**src/rtl/proc_pkg.sv**
```systemverilog
// rtl/proc_pkg.sv - shared state, ALU command, select and instruction-field definitions
package proc_pkg;

  typedef enum logic [2:0] {
    S_IDLE      = 3'd0,
    S_FETCH     = 3'd1,
    S_DECODE    = 3'd2,
    S_EXECUTE   = 3'd3,
    S_MEM       = 3'd4,
    S_WRITEBACK = 3'd5,
    S_HALT      = 3'd6,
    S_FAULT     = 3'd7
  } state_t;

  localparam logic [4:0] CMD_ADD = 5'b00100;
  localparam logic [4:0] CMD_SUB = 5'b00010;

  localparam logic [1:0] SRC1_RN = 2'b00;
  localparam logic [1:0] SRC1_RS = 2'b01;
  localparam logic [1:0] SRC1_PC = 2'b10;

  localparam logic [2:0] SH_IMM       = 3'b000;
  localparam logic [2:0] SH_IMM_SHIFT = 3'b001;
  localparam logic [2:0] SH_REG_SHIFT = 3'b010;
  localparam logic [2:0] SH_BRANCH    = 3'b100;

  localparam logic [1:0] CLS_DP  = 2'b00;
  localparam logic [1:0] CLS_LS  = 2'b01;
  localparam logic [1:0] CLS_BR  = 2'b10;
  localparam logic [1:0] CLS_UND = 2'b11;

  localparam logic [3:0] COND_NV = 4'b1111;
  localparam logic [3:0] REG_PC  = 4'b1111;

  localparam int COND_HI   = 31;
  localparam int COND_LO   = 28;
  localparam int CLS_HI    = 27;
  localparam int CLS_LO    = 26;
  localparam int IMM_BIT   = 25;
  localparam int OPC_HI    = 24;
  localparam int OPC_LO    = 21;
  localparam int UP_BIT    = 23;
  localparam int S_BIT     = 20;
  localparam int LOAD_BIT  = 20;
  localparam int RD_HI     = 15;
  localparam int RD_LO     = 12;
  localparam int SHREG_BIT = 4;

endpackage

```
**src/rtl/cond_check.sv**
```systemverilog
// rtl/cond_check.sv - ARM condition-code evaluation against NZCV flags
module cond_check (
  input  logic [3:0] cond,
  input  logic [3:0] nzcv,
  output logic       pass
);

  logic n, z, c, v;

  assign {n, z, c, v} = nzcv;

  // 1110 (AL) and the 1111 encoding both report pass; the caller handles 1111 itself.
  always_comb begin
    pass = 1'b1;
    unique case (cond)
      4'b0000: pass = z;
      4'b0001: pass = ~z;
      4'b0010: pass = c;
      4'b0011: pass = ~c;
      4'b0100: pass = n;
      4'b0101: pass = ~n;
      4'b0110: pass = v;
      4'b0111: pass = ~v;
      4'b1000: pass = c & ~z;
      4'b1001: pass = ~c | z;
      4'b1010: pass = (n == v);
      4'b1011: pass = (n != v);
      4'b1100: pass = ~z & (n == v);
      4'b1101: pass = z | (n != v);
      default: pass = 1'b1;
    endcase
  end

endmodule

```
**src/rtl/multicycle_controller.sv**
```systemverilog
// rtl/multicycle_controller.sv - multi-cycle FETCH/DECODE/EXECUTE/MEM/WRITEBACK sequencer
module multicycle_controller
  import proc_pkg::*;
#(
  parameter int MEM_TIMEOUT = 15,
  parameter int CNT_W       = 16
) (
  input  logic             CLOCK_50,
  input  logic             RESET_N,
  input  logic             run,
  input  logic [31:0]      instruction,
  input  logic [3:0]       flags,
  input  logic             dmem_ready,
  output logic [31:0]      ir,
  output logic             pc_wen,
  output logic             wen_rd,
  output logic             wen_dmem,
  output logic             wen_flags,
  output logic [4:0]       cmd,
  output logic             select_x,
  output logic             select_y,
  output logic [1:0]       select_src1,
  output logic [2:0]       select_src2shift,
  output logic [2:0]       state,
  output logic             fault,
  output logic [CNT_W-1:0] retired
);

  localparam int MW = $clog2(MEM_TIMEOUT + 1);
  localparam logic [MW-1:0] MEM_LAST = MW'(MEM_TIMEOUT - 1);

  state_t           cur, nxt;
  logic [31:0]      ir_q;
  logic [CNT_W-1:0] retired_q;
  logic             fault_q;
  logic [MW-1:0]    mem_cnt;
  logic             run_armed;
  logic             latch_ir;
  logic             retire;
  logic             cond_pass;

  logic [1:0] cls;
  logic [3:0] opc;
  logic       is_load;
  logic       is_cmp;
  logic       rd_is_pc;

  logic [4:0] op_cmd;
  logic [1:0] op_src1;
  logic [2:0] op_src2;

  assign cls      = ir_q[CLS_HI:CLS_LO];
  assign opc      = ir_q[OPC_HI:OPC_LO];
  assign is_load  = ir_q[LOAD_BIT];
  assign is_cmp   = (opc[3:2] == 2'b10);
  assign rd_is_pc = (ir_q[RD_HI:RD_LO] == REG_PC);

  cond_check u_cond_check (
    .cond (ir_q[COND_HI:COND_LO]),
    .nzcv (flags),
    .pass (cond_pass)
  );

  // Operand routing per class; held from EXECUTE through MEM/WRITEBACK so results stay stable.
  always_comb begin
    op_cmd  = 5'b00000;
    op_src1 = SRC1_RN;
    op_src2 = SH_IMM;
    unique case (cls)
      CLS_DP: begin
        op_cmd = {1'b0, opc};
        if (ir_q[IMM_BIT])        op_src2 = SH_IMM;
        else if (!ir_q[SHREG_BIT]) op_src2 = SH_IMM_SHIFT;
        else                       op_src2 = SH_REG_SHIFT;
      end
      CLS_LS: op_cmd = ir_q[UP_BIT] ? CMD_ADD : CMD_SUB;
      CLS_BR: begin
        op_cmd  = CMD_ADD;
        op_src1 = SRC1_PC;
        op_src2 = SH_BRANCH;
      end
      default: ;
    endcase
  end

  always_comb begin
    nxt              = cur;
    pc_wen           = 1'b0;
    wen_rd           = 1'b0;
    wen_dmem         = 1'b0;
    wen_flags        = 1'b0;
    cmd              = 5'b00000;
    select_x         = 1'b0;
    select_y         = 1'b0;
    select_src1      = SRC1_RN;
    select_src2shift = SH_IMM;
    latch_ir         = 1'b0;
    retire           = 1'b0;
    unique case (cur)
      S_IDLE: if (run) nxt = S_FETCH;
      S_FETCH: begin
        latch_ir = 1'b1;
        nxt      = S_DECODE;
      end
      S_DECODE: begin
        if (ir_q[COND_HI:COND_LO] == COND_NV) begin
          nxt = S_HALT;
        end else if (!cond_pass) begin
          pc_wen = 1'b1;
          retire = 1'b1;
          nxt    = S_FETCH;
        end else begin
          nxt = S_EXECUTE;
        end
      end
      S_EXECUTE: begin
        cmd              = op_cmd;
        select_src1      = op_src1;
        select_src2shift = op_src2;
        unique case (cls)
          CLS_DP: begin
            wen_flags = ir_q[S_BIT];
            nxt       = S_WRITEBACK;
          end
          CLS_LS: nxt = S_MEM;
          CLS_BR: begin
            // Branch target goes to R15 through the register file, not pc_wen.
            select_y = 1'b1;
            wen_rd   = 1'b1;
            retire   = 1'b1;
            nxt      = S_FETCH;
          end
          default: begin
            pc_wen = 1'b1;
            retire = 1'b1;
            nxt    = S_FETCH;
          end
        endcase
      end
      S_MEM: begin
        cmd              = op_cmd;
        select_src1      = op_src1;
        select_src2shift = op_src2;
        wen_dmem         = ~is_load;
        if (dmem_ready) begin
          if (is_load) begin
            nxt = S_WRITEBACK;
          end else begin
            pc_wen = 1'b1;
            retire = 1'b1;
            nxt    = S_FETCH;
          end
        end else if (mem_cnt == MEM_LAST) begin
          nxt = S_FAULT;
        end
      end
      S_WRITEBACK: begin
        cmd              = op_cmd;
        select_src1      = op_src1;
        select_src2shift = op_src2;
        wen_rd           = (cls == CLS_LS) | ~is_cmp;
        select_x         = (cls == CLS_LS);
        pc_wen           = ~rd_is_pc;
        retire           = 1'b1;
        nxt              = S_FETCH;
      end
      S_HALT: if (run && run_armed) nxt = S_FETCH;
      S_FAULT: nxt = S_FAULT;
      default: nxt = S_IDLE;
    endcase
  end

  always_ff @(posedge CLOCK_50 or negedge RESET_N) begin
    if (!RESET_N) begin
      cur       <= S_IDLE;
      ir_q      <= 32'h0;
      retired_q <= '0;
      fault_q   <= 1'b0;
      mem_cnt   <= '0;
      run_armed <= 1'b0;
    end else begin
      cur <= nxt;
      if (latch_ir) ir_q <= instruction;
      if (retire) retired_q <= retired_q + CNT_W'(1);
      if (nxt == S_FAULT) fault_q <= 1'b1;
      mem_cnt <= (cur == S_MEM) ? mem_cnt + MW'(1) : '0;
      // HALT exits only on a fresh run edge: run must be seen low while halted.
      if (cur != S_HALT) run_armed <= 1'b0;
      else if (!run)     run_armed <= 1'b1;
    end
  end

  assign ir      = ir_q;
  assign state   = cur;
  assign fault   = fault_q;
  assign retired = retired_q;

endmodule

```
**config.mk**
```make
export PLATFORM = sky130hd
export DESIGN_NAME = multicycle_controller
export DESIGN_NICKNAME = d
export VERILOG_FILES = /design/src/rtl/proc_pkg.sv /design/src/rtl/cond_check.sv /design/src/rtl/multicycle_controller.sv
export SDC_FILE = /design/constraint.sdc
export NUM_CORES = 1
export LEC_CHECK = 0
export ABC_CLOCK_PERIOD_IN_PS = 3000
export CORE_ASPECT_RATIO = 0.75
export CORE_MARGIN = 3
export CORE_UTILIZATION = 44
export CTS_CLUSTER_SIZE = 8
export DETAILED_ROUTE_END_ITERATION = 8
export PLACE_DENSITY = 0.91
export SYNTH_ARGS = -nofsm -noshare
export SYNTH_HDL_FRONTEND = slang
export SYNTH_HIERARCHICAL = 1
export SYNTH_SLANG_ARGS = --single-unit
```
**constraint.sdc**
```tcl
create_clock -name CLOCK_50 -period 3 [get_ports CLOCK_50]
set_input_delay 0.45 -clock CLOCK_50 [delete_from_list [all_inputs] [get_ports CLOCK_50]]
set_output_delay 0.45 -clock CLOCK_50 [all_outputs]
set_load 0.01 [all_outputs]
```
==> run summary <==
======================================================================================================
Row cnt                                                                                             24
Leading cell type in the layout, fill and taps excluded                                   sky130_fd_sc_hd__clkdlybuf4s50_1
Setup repair after global routing missed its margin                                                 no
Maximum number of pins on one net before global-route repair                                        40
Final Net Count                                                                                    405
Post-DP HPWL                                                                                   5.42 mm
Die area                                                                                     7530 um^2
Worst setup path endpoint                                                                       pc_wen
Outcome                                                                                   finished, final reports clean
R2R Path End                                                                               retired[12]
Post-synth cell types                                                                               45
Vias in the first global route                                                                    2443
Number of buffers added on ports                                                                   105
Sequential area share after synthesis                                                            49.8%
Flop and latch count out of synthesis                                                               57
Later-pin clock latency in the skew report                                                     0.34 ns
Hold violation total from the final report                                                           0
DP Area                                                                                      4010 um^2
Launch instance of the worst register-to-register path                                          ir[29]
Static leakage                                                                                 1.68 nW
Number of design-rule violations left by the first detailed-router iteration                        71
Worst min path class                                                                          in2async
Ratio of cells with drive above 1 in the final layout                                            18.9%
Mean cell area of the mapped netlist                                                         11.4 um^2
Logic depth of the worst register-to-register path                                                   8
Aggregate global-route resource usage                                                            20.7%
Area of the multi-input gates                                                                1360 um^2
Wire length per cell                                                                           16.7 um
Most used DFF post-synth                                                                  sky130_fd_sc_hd__dfrtp_1
Number of endpoints failing setup at the final stage                                                 0
Post-route cell area                                                                         4230 um^2
DRT Pass-1 Iters                                                                                     4
Register cell area after layout                                                              1430 um^2
Via count                                                                                         2432
Routed wire length                                                                             7.42 mm
Crit path required time                                                                        2.55 ns
Worst Skew                                                                                   0.0114 ns
Number of fill cells in the layout                                                                 462
Drc violations                                                                                       0
GR Layer Usage met1                                                                              28.7%
Max Fclk                                                                                       343 MHz
Crit path launch                                                                              flags[2]
Worst setup slack for register-to-register paths                                               0.36 ns
Minimum clock period after layout                                                              2.92 ns
Place WS                                                                                     -0.173 ns
Setup total negative slack                                                                        0 ns
Top cells by area, synth                                                                  sky130_fd_sc_hd__dfrtp_1 (50%), sky130_fd_sc_hd__mux2_2 (13%), sky130_fd_sc_hd__xor2_1 (4.9%), sky130_fd_sc_hd__nand2_1 (2.2%), sky130_fd_sc_hd__nand3_1 (1.9%)
Signed area change from the synthesized netlist to the final layout                              47.6%
Reported max-cap violation count                                                                     0
Slew Limit Fails                                                                                     0
Total power divided by cell area                                                          1080 nW/um^2
Root buf cell                                                                             sky130_fd_sc_hd__clkbuf_8
Share of the clock period used by the worst path                                                 97.3%
CP Max Fanout                                                                                        3
Initial cell density of the core                                                                 47.3%
Proportion of netlist area held by the largest area contributor                                  49.8%
Longest Clk Path Bufs                                                                                2
Wire length of the first global-routing pass                                                   12.6 mm
Maximum resistive drop on vdd                                                                   510 uV
Final antenna-violating net count                                                                    0
Cts bufs inserted                                                                                    9
Cells after synthesis                                                                              251
Chip Width                                                                                     99.2 um
Count of clock tree sinks                                                                           57
Total grt overflow                                                                                   0
Arrival time at the worst endpoint                                                             2.47 ns
Post-synth EDFFs                                                                                     0
Number of H-tree branching levels                                                                    3
Area of the core                                                                             6070 um^2
GR Util met2                                                                                     31.3%
Number of antenna violations at the first check in global routing                                    0
Cell Area, Synth                                                                             2870 um^2
Met3 Track Usage GR                                                                              6.06%
Sort of element at the start of the critical path                                            input pin
Antenna cell count                                                                                   0
Commonest non-fill, non-tap cells in the layout                                           sky130_fd_sc_hd__clkdlybuf4s50_1 (103), sky130_fd_sc_hd__dfrtp_1 (56), sky130_fd_sc_hd__mux2_2 (32), sky130_fd_sc_hd__nand2_1 (17), sky130_fd_sc_hd__xor2_1 (16)
Clock tree from TritonCTS                                                                          yes
CP endpoint kind                                                                            output pin
Library cell occupying the most area in the post-synthesis netlist                        sky130_fd_sc_hd__dfrtp_1
Number of ports placed on the die boundary                                                         108
Setup Crit Path Kind                                                                            in2out
Vertical die dimension                                                                         75.9 um
Clock transition at the register clock pins on the worst setup and hold paths after CTS        0.06 ns
Worst hold slack across all endpoints                                                        0.0532 ns
Final worst slack                                                                            0.0815 ns
Fraction of registers with async set/reset                                                        100%
Most used routing layer in global routing                                                         met2
Setup repair bufs after CTS                                                                          0
Synth warn                                                                                           6
Detail-routed via count per cell                                                                  5.48
Global placement routability congestion                                                          0.874
======================================================================================================
-- sequential cells by signal, indices dropped and copies added, names as in the netlist --
| register | flops |
|---|---|
| ir | 32 |
| retired | 16 |
| mem_cnt | 4 |
| state | 3 |
| fault | 1 |
| run_armed | 1 |
-- worst min path at each step --
stage,from,to,depth (start not counted)
CTS,RESET_N,ir[26],1
global placement,RESET_N,retired[5],1
floorplan,RESET_N,fault,0
detailed placement,RESET_N,state[0],1
finish,RESET_N,retired[5],1
global route,RESET_N,ir[26],1
-- power breakdown --
| group | internal, mW | leakage [nW] | switching (mW) |
|---|---|---|---|
| sequential | 1.12 | 0.658 | 0.420 |
| combinational | 1.30 | 0.916 | 0.956 |
| clock | 0.484 | 0.104 | 0.301 |
| total | 2.91 | 1.68 | 1.68 |
-- layout make-up --
cell class                      instances  area share [%]
Clock buffer                           10            3.25
Clock inverter                          5            1.89
Inverter                                3           0.266
Multi-Input combinational cell        177            32.2
Sequential cell                        57            33.7
Tap cell                               78            2.31
Timing Repair Buffer                  114            26.3
-- metrics by stage --
step / std cells / utilization [%] / power (mW)
6_report: 444 / 69.7 / 4.58
5_1_grt: 444 / 69.7 / 4.89
4_1_cts: 444 / 69.6 / 4.61
3_5_place_dp: 429 / 66.1 / 3.80
3_3_place_gp: 429 / 66.1 / 3.73
2_1_floorplan: 252 / - / 2.67
-- synthesized netlist by cell type, types with 4 or more instances --
cell type,number
sky130_fd_sc_hd__dfrtp_1,57
sky130_fd_sc_hd__mux2_2,32
sky130_fd_sc_hd__nand2_1,17
sky130_fd_sc_hd__xor2_1,16
sky130_fd_sc_hd__nand3_1,11
sky130_fd_sc_hd__a21oi_1,10
sky130_fd_sc_hd__nand2b_1,7
sky130_fd_sc_hd__nor2_1,7
sky130_fd_sc_hd__buf_2,6
sky130_fd_sc_hd__nor2b_1,6
sky130_fd_sc_hd__nor3_1,6
sky130_fd_sc_hd__nor3b_1,6
sky130_fd_sc_hd__clkbuf_1,5
sky130_fd_sc_hd__xnor2_1,5
sky130_fd_sc_hd__a2111oi_1,4
sky130_fd_sc_hd__and2_1,4
sky130_fd_sc_hd__buf_4,4
sky130_fd_sc_hd__o21ai_0,4
-- layer usage --
metal  share of wire, %  up-vias
met5                  0        -
met4                1.1        0
met3                7.1        9
met2                 48       90
met1                 44     1207
li1                   -     1126
-- kinds of logic (layout without fill, tap and decap cells) --
| kind of cell | count (synthesis) | after routing | share of synthesized area [%] |
|---|---|---|---|
| AND/OR/NAND/NOR | 79 | 79 | 15.6 |
| flip-flops | 57 | 57 | 49.8 |
| AO/OA/AOI/OAI | 39 | 39 | 10.7 |
| multiplexers | 33 | 33 | 12.9 |
| XOR/XNOR | 21 | 21 | 6.42 |
| buffers and inverters | 18 | 132 | 3.14 |
| adder cells (fa/ha/maj) | 3 | 3 | 1.31 |
| other | 1 | 2 | 0.131 |
-- what timing repair did --
item	4_1_cts	5_1_grt
hold buffers	0	0
endpoints found under the setup margin	1	1
endpoints found under the hold margin	0	0
gates resized for setup	1	2
gates cloned	0	0
-- critical path, cell delays in order --
cell                              delay, ns
sky130_fd_sc_hd__clkdlybuf4s50_1       0.50
sky130_fd_sc_hd__and3b_1               0.19
sky130_fd_sc_hd__a22oi_2               0.14
sky130_fd_sc_hd__xnor2_1               0.09
sky130_fd_sc_hd__a211o_1               0.34
sky130_fd_sc_hd__o32a_4                0.40
sky130_fd_sc_hd__nand2_1               0.07
sky130_fd_sc_hd__dlygate4sd2_1         0.28
(Power assumes the default switching activity.)
